<file path="config.mk">
export PLATFORM = sky130hd
export DESIGN_NAME = pwm_multichannel_flat
export DESIGN_NICKNAME = d
export VERILOG_FILES = /design/src/rtl/pwm_pkg.sv /design/src/rtl/pwm_multichannel_if.sv /design/src/rtl/pwm_compare.sv /design/src/rtl/pwm_multichannel.sv /design/src/flat_wrapper.sv
export SDC_FILE = /design/constraint.sdc
export NUM_CORES = 1
export LEC_CHECK = 0
export CORE_MARGIN = 2
export CORE_UTILIZATION = 50
export DETAILED_ROUTE_END_ITERATION = 7
export GPL_ROUTABILITY_DRIVEN = 0
export GPL_TIMING_DRIVEN = 0
export PLACE_DENSITY = 0.82
export SETUP_SLACK_MARGIN = 0.5
export SYNTH_ARGS = -nofsm -noshare
export SYNTH_HDL_FRONTEND = slang
export SYNTH_HIERARCHICAL = 1
export SYNTH_SLANG_ARGS = --single-unit
</file>
<file path="constraint.sdc">
create_clock -name clk -period 2.5 [get_ports clk]
set_input_delay 0.5 -clock clk [delete_from_list [all_inputs] [get_ports clk]]
set_output_delay 0.5 -clock clk [all_outputs]
set_load 0.02 [all_outputs]
</file>
<file path="src/rtl/pwm_pkg.sv">
// Shared constants and helpers for the multichannel PWM block.
package pwm_pkg;

    localparam logic MODE_EDGE   = 1'b0;
    localparam logic MODE_CENTER = 1'b1;
    localparam logic DIR_UP      = 1'b0;
    localparam logic DIR_DOWN    = 1'b1;

    // Extract channel i's duty from a packed bus; supports buses up to 1024 bits and cw up to 32.
    function automatic logic [31:0] duty_slice(input logic [1023:0] bus,
                                               input int unsigned   i,
                                               input int unsigned   cw);
        logic [1023:0] shifted;
        shifted = bus >> (i * cw);
        return 32'(shifted) & ((32'd1 << cw) - 32'd1);
    endfunction

endpackage

</file>
<file path="src/rtl/pwm_multichannel_if.sv">
// Control/status bundle between the register block (master) and the PWM core (slave).
interface pwm_multichannel_if #(
    parameter int unsigned NCH = 4,
    parameter int unsigned CW  = 8
) ();

    logic                en;
    logic                cfg_wr;
    logic                cfg_mode;
    logic [CW-1:0]       cfg_period;
    logic [NCH*CW-1:0]   cfg_duty;
    logic                cfg_pending;
    logic [CW-1:0]       counter;
    logic                period_end;
    logic [NCH-1:0]      pwm_out;

    modport master (
        output en, cfg_wr, cfg_mode, cfg_period, cfg_duty,
        input  cfg_pending, counter, period_end, pwm_out
    );

    modport slave (
        input  en, cfg_wr, cfg_mode, cfg_period, cfg_duty,
        output cfg_pending, counter, period_end, pwm_out
    );

endinterface

</file>
<file path="src/rtl/pwm_compare.sv">
// One PWM channel: registered unsigned compare of the shared counter against this channel's duty.
module pwm_compare #(
    parameter int unsigned CW = 8
) (
    input  logic          clk,
    input  logic          rst,
    input  logic          en,
    input  logic [CW-1:0] counter,
    input  logic [CW-1:0] duty,
    output logic          pwm_out
);

    logic pwm_q, pwm_d;

    always_comb begin
        pwm_d = en && (counter < duty);
    end

    always_ff @(posedge clk) begin
        if (rst) pwm_q <= 1'b0;
        else     pwm_q <= pwm_d;
    end

    assign pwm_out = pwm_q;

endmodule

</file>
<file path="src/rtl/pwm_multichannel.sv">
// N-channel PWM with a shared edge/center-aligned counter and double-buffered configuration.
module pwm_multichannel
    import pwm_pkg::*;
#(
    parameter int unsigned NCH   = 4,
    parameter int unsigned CW    = 8,
    parameter int unsigned P_RST = 99
) (
    input logic               clk,
    input logic               rst,
    pwm_multichannel_if.slave bus
);

    localparam logic [CW-1:0] PERIOD_RST = CW'(P_RST);

    logic [CW-1:0]     counter_q, counter_d;
    logic              dir_q, dir_d;
    logic              period_end_q, period_end_d;
    logic              run_q, run_d;
    logic              mode_q, mode_d;
    logic [CW-1:0]     period_q, period_d;
    logic [NCH*CW-1:0] duty_q, duty_d;
    logic              sh_mode_q, sh_mode_d;
    logic [CW-1:0]     sh_period_q, sh_period_d;
    logic [NCH*CW-1:0] sh_duty_q, sh_duty_d;
    logic              pending_q, pending_d;
    logic              terminal, apply_now;
    logic [NCH-1:0]    pwm_w;

    always_comb begin
        if (period_q == '0)            terminal = 1'b1;
        else if (mode_q == MODE_EDGE)  terminal = (counter_q == period_q);
        else                           terminal = (dir_q == DIR_DOWN) && (counter_q == CW'(1));
        apply_now = !bus.en || terminal;
    end

    // dir flips to DOWN on the cycle the counter reaches P, so P=1 needs no special case.
    always_comb begin
        counter_d = counter_q;
        dir_d     = dir_q;
        if (apply_now) begin
            counter_d = '0;
            dir_d     = DIR_UP;
        end else if (mode_q == MODE_CENTER && dir_q == DIR_DOWN) begin
            counter_d = counter_q - CW'(1);
        end else begin
            counter_d = counter_q + CW'(1);
            if (mode_q == MODE_CENTER && counter_d == period_q) dir_d = DIR_DOWN;
        end
        period_end_d = bus.en && (terminal || !run_q);
        run_d        = bus.en;
    end

    always_comb begin
        mode_d      = mode_q;
        period_d    = period_q;
        duty_d      = duty_q;
        sh_mode_d   = sh_mode_q;
        sh_period_d = sh_period_q;
        sh_duty_d   = sh_duty_q;
        pending_d   = pending_q;
        if (bus.cfg_wr) begin
            if (apply_now) begin
                mode_d    = bus.cfg_mode;
                period_d  = bus.cfg_period;
                duty_d    = bus.cfg_duty;
                pending_d = 1'b0;
            end else begin
                sh_mode_d   = bus.cfg_mode;
                sh_period_d = bus.cfg_period;
                sh_duty_d   = bus.cfg_duty;
                pending_d   = 1'b1;
            end
        end else if (pending_q && apply_now) begin
            mode_d    = sh_mode_q;
            period_d  = sh_period_q;
            duty_d    = sh_duty_q;
            pending_d = 1'b0;
        end
    end

    always_ff @(posedge clk) begin
        if (rst) begin
            counter_q    <= '0;
            dir_q        <= DIR_UP;
            period_end_q <= 1'b0;
            run_q        <= 1'b0;
            mode_q       <= MODE_EDGE;
            period_q     <= PERIOD_RST;
            duty_q       <= '0;
            sh_mode_q    <= MODE_EDGE;
            sh_period_q  <= '0;
            sh_duty_q    <= '0;
            pending_q    <= 1'b0;
        end else begin
            counter_q    <= counter_d;
            dir_q        <= dir_d;
            period_end_q <= period_end_d;
            run_q        <= run_d;
            mode_q       <= mode_d;
            period_q     <= period_d;
            duty_q       <= duty_d;
            sh_mode_q    <= sh_mode_d;
            sh_period_q  <= sh_period_d;
            sh_duty_q    <= sh_duty_d;
            pending_q    <= pending_d;
        end
    end

    for (genvar i = 0; i < NCH; i++) begin : g_ch
        logic [CW-1:0] duty_i;
        assign duty_i = CW'(duty_slice(1024'(duty_q), i, CW));
        pwm_compare #(.CW(CW)) u_cmp (
            .clk     (clk),
            .rst     (rst),
            .en      (bus.en),
            .counter (counter_q),
            .duty    (duty_i),
            .pwm_out (pwm_w[i])
        );
    end

    assign bus.counter     = counter_q;
    assign bus.period_end  = period_end_q;
    assign bus.cfg_pending = pending_q;
    assign bus.pwm_out     = pwm_w;

endmodule
</file>
<file path="src/flat_wrapper.sv">
// flat-port wrapper written by rule: the top's interface ports become plain ports
module pwm_multichannel_flat import pwm_pkg::*;
#(
    parameter int unsigned NCH   = 4,
    parameter int unsigned CW    = 8,
    parameter int unsigned P_RST = 99
)
  (clk, rst, bus_en, bus_cfg_wr, bus_cfg_mode, bus_cfg_period, bus_cfg_duty, bus_cfg_pending, bus_counter, bus_period_end, bus_pwm_out);
  pwm_multichannel_if #(.NCH(NCH), .CW(CW)) bus_i ();
  input logic clk;
  input logic rst;
  input wire logic [$bits(bus_i.en)-1:0] bus_en;
  input wire logic [$bits(bus_i.cfg_wr)-1:0] bus_cfg_wr;
  input wire logic [$bits(bus_i.cfg_mode)-1:0] bus_cfg_mode;
  input wire logic [$bits(bus_i.cfg_period)-1:0] bus_cfg_period;
  input wire logic [$bits(bus_i.cfg_duty)-1:0] bus_cfg_duty;
  output wire logic [$bits(bus_i.cfg_pending)-1:0] bus_cfg_pending;
  output wire logic [$bits(bus_i.counter)-1:0] bus_counter;
  output wire logic [$bits(bus_i.period_end)-1:0] bus_period_end;
  output wire logic [$bits(bus_i.pwm_out)-1:0] bus_pwm_out;
  assign bus_i.en = bus_en;
  assign bus_i.cfg_wr = bus_cfg_wr;
  assign bus_i.cfg_mode = bus_cfg_mode;
  assign bus_i.cfg_period = bus_cfg_period;
  assign bus_i.cfg_duty = bus_cfg_duty;
  assign bus_cfg_pending = bus_i.cfg_pending;
  assign bus_counter = bus_i.counter;
  assign bus_period_end = bus_i.period_end;
  assign bus_pwm_out = bus_i.pwm_out;
  pwm_multichannel #(.NCH(NCH), .CW(CW), .P_RST(P_RST)) u_core (.clk(clk), .rst(rst), .bus(bus_i));
endmodule
</file>
==> results of run 1 <==
path summary, 6_finish.rpt:
kind | from | end | cells past startpoint
max | u_core/bus.counter[5]$_SDFF_PP0_ | u_core/duty_q[4]$_SDFFE_PP0P_ | 7
min | u_core/run_q$_SDFF_PP0_ | u_core/bus.period_end$_SDFF_PP0_ | 1
max reg2reg | u_core/bus.counter[5]$_SDFF_PP0_ | u_core/duty_q[4]$_SDFFE_PP0P_ | 7
min reg2reg | u_core/run_q$_SDFF_PP0_ | u_core/bus.period_end$_SDFF_PP0_ | 1
power by group through the flow:
stage / registers [W] / clock network [W] / logic, W
after CTS: 0.00168 / 0.00138 / 0.000605
after floorplan: 0.00172 / 0 / 0.000375
final: 0.00168 / 0.00137 / 0.000657
after global routing: 0.00169 / 0.00144 / 0.000700
after global placement: 0.00172 / 0 / 0.000550
after detailed placement: 0.00172 / 0 / 0.000571
cells in the final DEF, fill, tap and decap left out, types with 6 or more instances in the layout:
cell type | Yosys | routed
mux2_4 | 36 | 36
xnor2_1 | 15 | 9
buf_4 | 0 | 31
mux2i_1 | 84 | 83
dfxtp_4 | 0 | 8
nand2_1 | 6 | 6
clkdlybuf4s50_1 | 0 | 57
clkbuf_16 | 0 | 12
buf_12 | 0 | 10
a211oi_1 | 8 | 8
nor2_1 | 57 | 57
nand2b_1 | 87 | 87
clkbuf_1 | 20 | 14
ha_1 | 31 | 31
dfxtp_1 | 98 | 87
clkbuf_2 | 0 | 7
nor2b_1 | 41 | 41
inv_1 | 33 | 33
sequential cells by signal, indices dropped and copies added, names as in the netlist:
name,flops
u_core/bus.period_end,1
u_core/sh_duty_q,32
u_core/mode_q,1
u_core/dir_q,1
u_core/bus.counter,8
u_core/duty_q,32
u_core/g_ch.u_cmp/pwm_out,4
u_core/period_q,8
u_core/bus.cfg_pending,1
u_core/sh_period_q,8
u_core/run_q,1
u_core/sh_mode_q,1
cell type report:
| type | count | area, sq um | area share |
|---|---|---|---|
| timing repair buffer | 91 | 910.9 | 0.1222 |
| sequential | 98 | 1996 | 0.2678 |
| clock buffer | 12 | 246.5 | 0.03307 |
| tap | 143 | 178.9 | 0.02401 |
| multi-input combinational | 431 | 3630 | 0.4870 |
| buffer | 36 | 327.8 | 0.04398 |
| inverter | 33 | 123.9 | 0.01662 |
| clock inverter | 3 | 40.04 | 0.005372 |
worst reg2reg max path: cells and delay by family (launching register included):
kind	cells	cell delay [ps]
buf+inv	2	340
mux	1	290
compound gates	1	330
flops	1	350
xor+xnor	1	200
simple gates	2	510
per-stage QoR:
stage | utilization | cells | total power (W) | cell area, sq um
after floorplan | - | 598 | 0.002094 | 5839
after global placement | 0.5804 | 799 | 0.002270 | 6599
after detailed placement | 0.5804 | 799 | 0.002294 | 6599
after CTS | 0.6327 | 831 | 0.003667 | 7193
after global routing | 0.6556 | 847 | 0.003834 | 7453
final | 0.6556 | 847 | 0.003711 | 7453
layer usage:
metal | vias to the layer above | share of wire | GRT usage | wire, um
li1 | 2233 | - | - | -
met1 | 2264 | 0.41 | 0.2815 | 6405
met2 | 173 | 0.50 | 0.4101 | 7842
met3 | 41 | 0.057 | 0.04028 | 887
met4 | 0 | 0.029 | 0.08395 | 450
met5 | - | 0 | 0 | 0
repair_timing:
item | 4_1_cts | 5_1_grt
pin swaps | 3 | 4
gates resized for setup | 47 | 18
endpoints found under the setup margin | 98 | 81
gates cloned | 0 | 3
hold endpoints to repair | 0 | 0
buffers inserted | 17 | 13
logic make-up after synthesis:
kind of cell | count (synthesis) | synth area share
simple gates | 217 | 0.2089
compound gates | 42 | 0.06147
fa+ha+maj | 31 | 0.06662
buf+inv | 69 | 0.05631
xor+xnor | 19 | 0.02858
flops | 98 | 0.3370
mux | 122 | 0.2411
==> impl_metrics.ini, run 1 <==
[run_status]
status = finished, final reports clean

[worst_setup_path]
cp_slowest_cell = or3_4
worst_ep_arrival_time_ps = 2350
end_kind = flop
start_kind = flop
crit_type = reg -> reg
cp_max_fo = 8
slowest_delay_ps = 370
crit_family = simple AND/OR/NAND/NOR gates
r2r_setup_slack_ps = 380
crit_buf_inv = 2
crit_chain = buf_6 > xnor2_2 > nand4_1 > or3_4 > a31o_4 > clkbuf_16 > mux2_4
worstPathRequired_ps = 2730

[pwr]
p_int_w = 0.002783
switching_power_w = 0.0009275
p_per_area_nw_per_um2 = 497.9
clkPwrFrac = 0.369
peakVddDrop_uv = 260.2
seqPwrFrac = 0.454
p_sw_frac = 0.2500
p_leak_nw = 3.100
p_comb_frac = 0.177

[route]
postRouteAntennaNets = 0
vias = 4711
wl_per_cell_um = 18.40
drt-initial-drc-count = 258
routed_wl_um = 15590
post-route-drc-count = 0
firstDrtPassIters = 4
viasPerCell = 5.562

[synthesis]
synth_area_leaders = dfxtp_1, mux2i_1, nand2b_1
synth_area_sq_um = 5822
yosysWarningCount = 6
avgSynthCellArea_sq_um = 9.736
synth_top_area_frac = 0.3370
ys_ff_latch = 98
netlist_instances = 598
async_reset_ff_frac = 0
seq_area_frac_synth = 0.3370
yosysTopAreaCell = dfxtp_1
syn_nets = 674
synth_common_cells = dfxtp_1, nand2b_1, mux2i_1
synthFlopType = dfxtp_1
ys_types = 47
synth_edf_count = 0
synth.most_common_cell = dfxtp_1

[sta]
finClkSkew_ps = 9.257
hold_viol = 0
tns_ps = 0
slew_viol_final = 0
layout_setup_ws_ps = 377.1
finalSetupViolCount = 0
worstMarginPinSlew_ps = 623.4
fmax_mhz = 471.1
min_period_ps = 2123
maxSlewHeadroom = 0.5806
grt_setup_unrepaired = true
hold_slack_ps = 461.7
period_share = 0.8492

[die]
start_util = 0.5121
die_area_sq_um = 12520
rows = 39
die_y_um = 111.9
die_width_um = 111.9
coreArea_sq_um = 11370
boundaryPins = 59

[grt]
overflow = 0
grt_pass1_wl_um = 23270
grt_max_degree = 15
grt_use_total = 0.2315
antenna_found_initial = 0
grt_pass1_vias = 4826

[clock_network]
tritoncts = yes
numCtsBuffers = 9
clk_pin_slew_ps = 70
cts_buffer_depth = 2
h-tree-depth = 3
clock-sinks = 98
clk-insertion-delay-late_ps = 340
cts_hold_buf = 0
cts_root_buf = clkbuf_16

[finish]
drive_above_1_share = 0.1932
nFillCells = 863
syn_to_final_growth_pct = 28.02
finalNetCount = 776
antenna_cells = 0

[hold_path]
hp-class = reg -> reg

[placed_design]
port_buffers = 58
dp_hpwl_um = 9849
dp_slack_ps = -731.9

[flow_run]
drv_cap = 0
No activity file was read; power rests on OpenSTA's default activity.
==> run 2: changes to the inputs <==
Clock period 2.5 ns to 2 ns, I/O delays scaled along.
==> run 2 against run 1 <==
The run now ends with negative setup slack left. Clock power grew 57%. Design area grew 6.9%. Flip-flop and latch count is the same. Critical path type unchanged. Largest cell class unchanged.
==> impl_metrics.ini, run 2 (synthesized netlist as in run 1, its figures left out) <==
[run_status]
status = complete, but fails checks
violations = negative setup slack

[finish]
finalNetCount = 789
syn_to_final_growth_pct = 36.92
final_common_cell = nand2b_1
final_cell_mix = nand2b_1, dfxtp_1, mux2i_1
nFillCells = 718
final-seq-area_sq_um = 1999
reg_top3 = u_core/duty_q (32), u_core/sh_duty_q (32)
multi_input_area_sq_um = 3915
antenna_cells = 0
final_area_sq_um = 7971
drive_above_1_share = 0.2786

[grt]
grt_max_degree = 16
grt_use_total = 0.2524
antenna_found_initial = 0
grt_pass1_wl_um = 25070
overflow = 0
grt_pass1_vias = 5117

[clock_network]
tritoncts = yes
clk-insertion-delay-late_ps = 360
h-tree-depth = 3
clock-sinks = 98
clk_pin_slew_ps = 70
cts_root_buf = clkbuf_16
numCtsBuffers = 9
cts_buffer_depth = 2

[die]
die_width_um = 111.9
rows = 39
die_area_sq_um = 12520
boundaryPins = 59
coreArea_sq_um = 11370
die_y_um = 111.9
start_util = 0.5121

[worst_setup_path]
end_kind = flop
worstPathRequired_ps = 2240
crit_type = reg -> reg
cp_max_fo = 10
start_kind = flop
worst_ep_arrival_time_ps = 2280

[sta]
slew_viol_final = 0
finalSetupViolCount = 46
worstMarginPinSlew_ps = 706.2
finClkSkew_ps = 8.849
min_period_ps = 2036
fmax_mhz = 491.1
period_share = 1.018
maxSlewHeadroom = 0.5292
hold_viol = 0
layout_setup_ws_ps = -36.30
grt_setup_unrepaired = true

[route]
routed_wl_um = 17460
vias = 4950
viasPerCell = 5.749
wl_per_cell_um = 20.27
firstDrtPassIters = 5
drt-initial-drc-count = 331
postRouteAntennaNets = 0
post-route-drc-count = 0

[hold_path]
hp-class = reg -> reg

[pwr]
p_leak_nw = 3.310
peakVddDrop_uv = 500.5
p_per_area_nw_per_um2 = 648.1

[flow_run]
drv_cap = 0

[placed_design]
dp_slack_ps = -1043
dp_hpwl_um = 9771
port_buffers = 58
dpl_cell_area_sq_um = 6683
run 2: cell count changes in the layout (fill, tap and decap cells not counted), moves of 4 or more:
cell	change
buf_6	+16
clkdlybuf4s50_1	-14
buf_2	+11
ha_1	-11
buf_4	-10
ha_4	+9
dlygate4sd2_1	+6
nor2_1	-5
nor2_2	+4
o2111ai_1	-4
o2111ai_2	+4
run 2: final timing paths:
check                                startpoint                                 end  slack, ps  cells after the start
min reg2reg  u_core/sh_period_q[1]$_SDFFE_PP0P_  u_core/sh_period_q[1]$_SDFFE_PP0P_        470                      2
max reg2reg          u_core/mode_q$_SDFFE_PP0P_      u_core/duty_q[27]$_SDFFE_PP0P_        -40                      7
max                  u_core/mode_q$_SDFFE_PP0P_      u_core/duty_q[27]$_SDFFE_PP0P_        -40                      7
min          u_core/sh_period_q[1]$_SDFFE_PP0P_  u_core/sh_period_q[1]$_SDFFE_PP0P_        470                      2
run 2: where the power goes:
group          leakage (nW)  internal [W]  switching (W)
clock network         0.180       0.00138       0.000766
logic                  2.32      0.000493       0.000415
registers             0.809       0.00204      0.0000708
total                  3.31       0.00391        0.00125
run 2: repair_timing:
action                     4_1_cts  5_1_grt
hold buffers                     0        0
buffers inserted                24       17
setup endpoints to repair      112       98
gates resized for setup         97       61
pin swaps                       15       20
cloned                           3        2
run 2: layer usage:
layer  track usage  part of all wire  vias up  wire (um)
li1              -                 -     2257          -
met1        0.2885              0.39     2413       6799
met2        0.4408              0.50      219       8718
met3       0.03974             0.065       61       1136
met4        0.1556             0.046        0        802
met5             0                 0        -          0
run 2: stage by stage:
step                      utilization  power (W)  hold WS [ps]  instances  TNS [ps]
after floorplan                     -   0.002616         397.8        598         0
after global placement         0.5878   0.002836         449.7        799    -63870
after global routing           0.7011   0.005307         482.6        861     -5564
final                          0.7011   0.005167         473.1        861     -1020
after CTS                      0.6626   0.005075         471.8        842         0
after detailed placement       0.5878   0.002868         438.2        799    -66110
run 2: cell type report:
cell class	count	share of cell area
Buffer	36	0.04128
Clock buffer	11	0.03045
Clock inverter	5	0.01570
Inverter	33	0.01554
Multi-Input combinational cell	432	0.4911
Sequential cell	98	0.2508
Tap cell	143	0.02245
Timing Repair Buffer	103	0.1326
run 2: critical path, cell delays in order (launching register included):
cell,delay [ps]
dfxtp_2,400
and2_1,150
buf_2,200
nand4_1,170
a21boi_4,190
a31o_4,340
buf_12,170
mux2_4,300
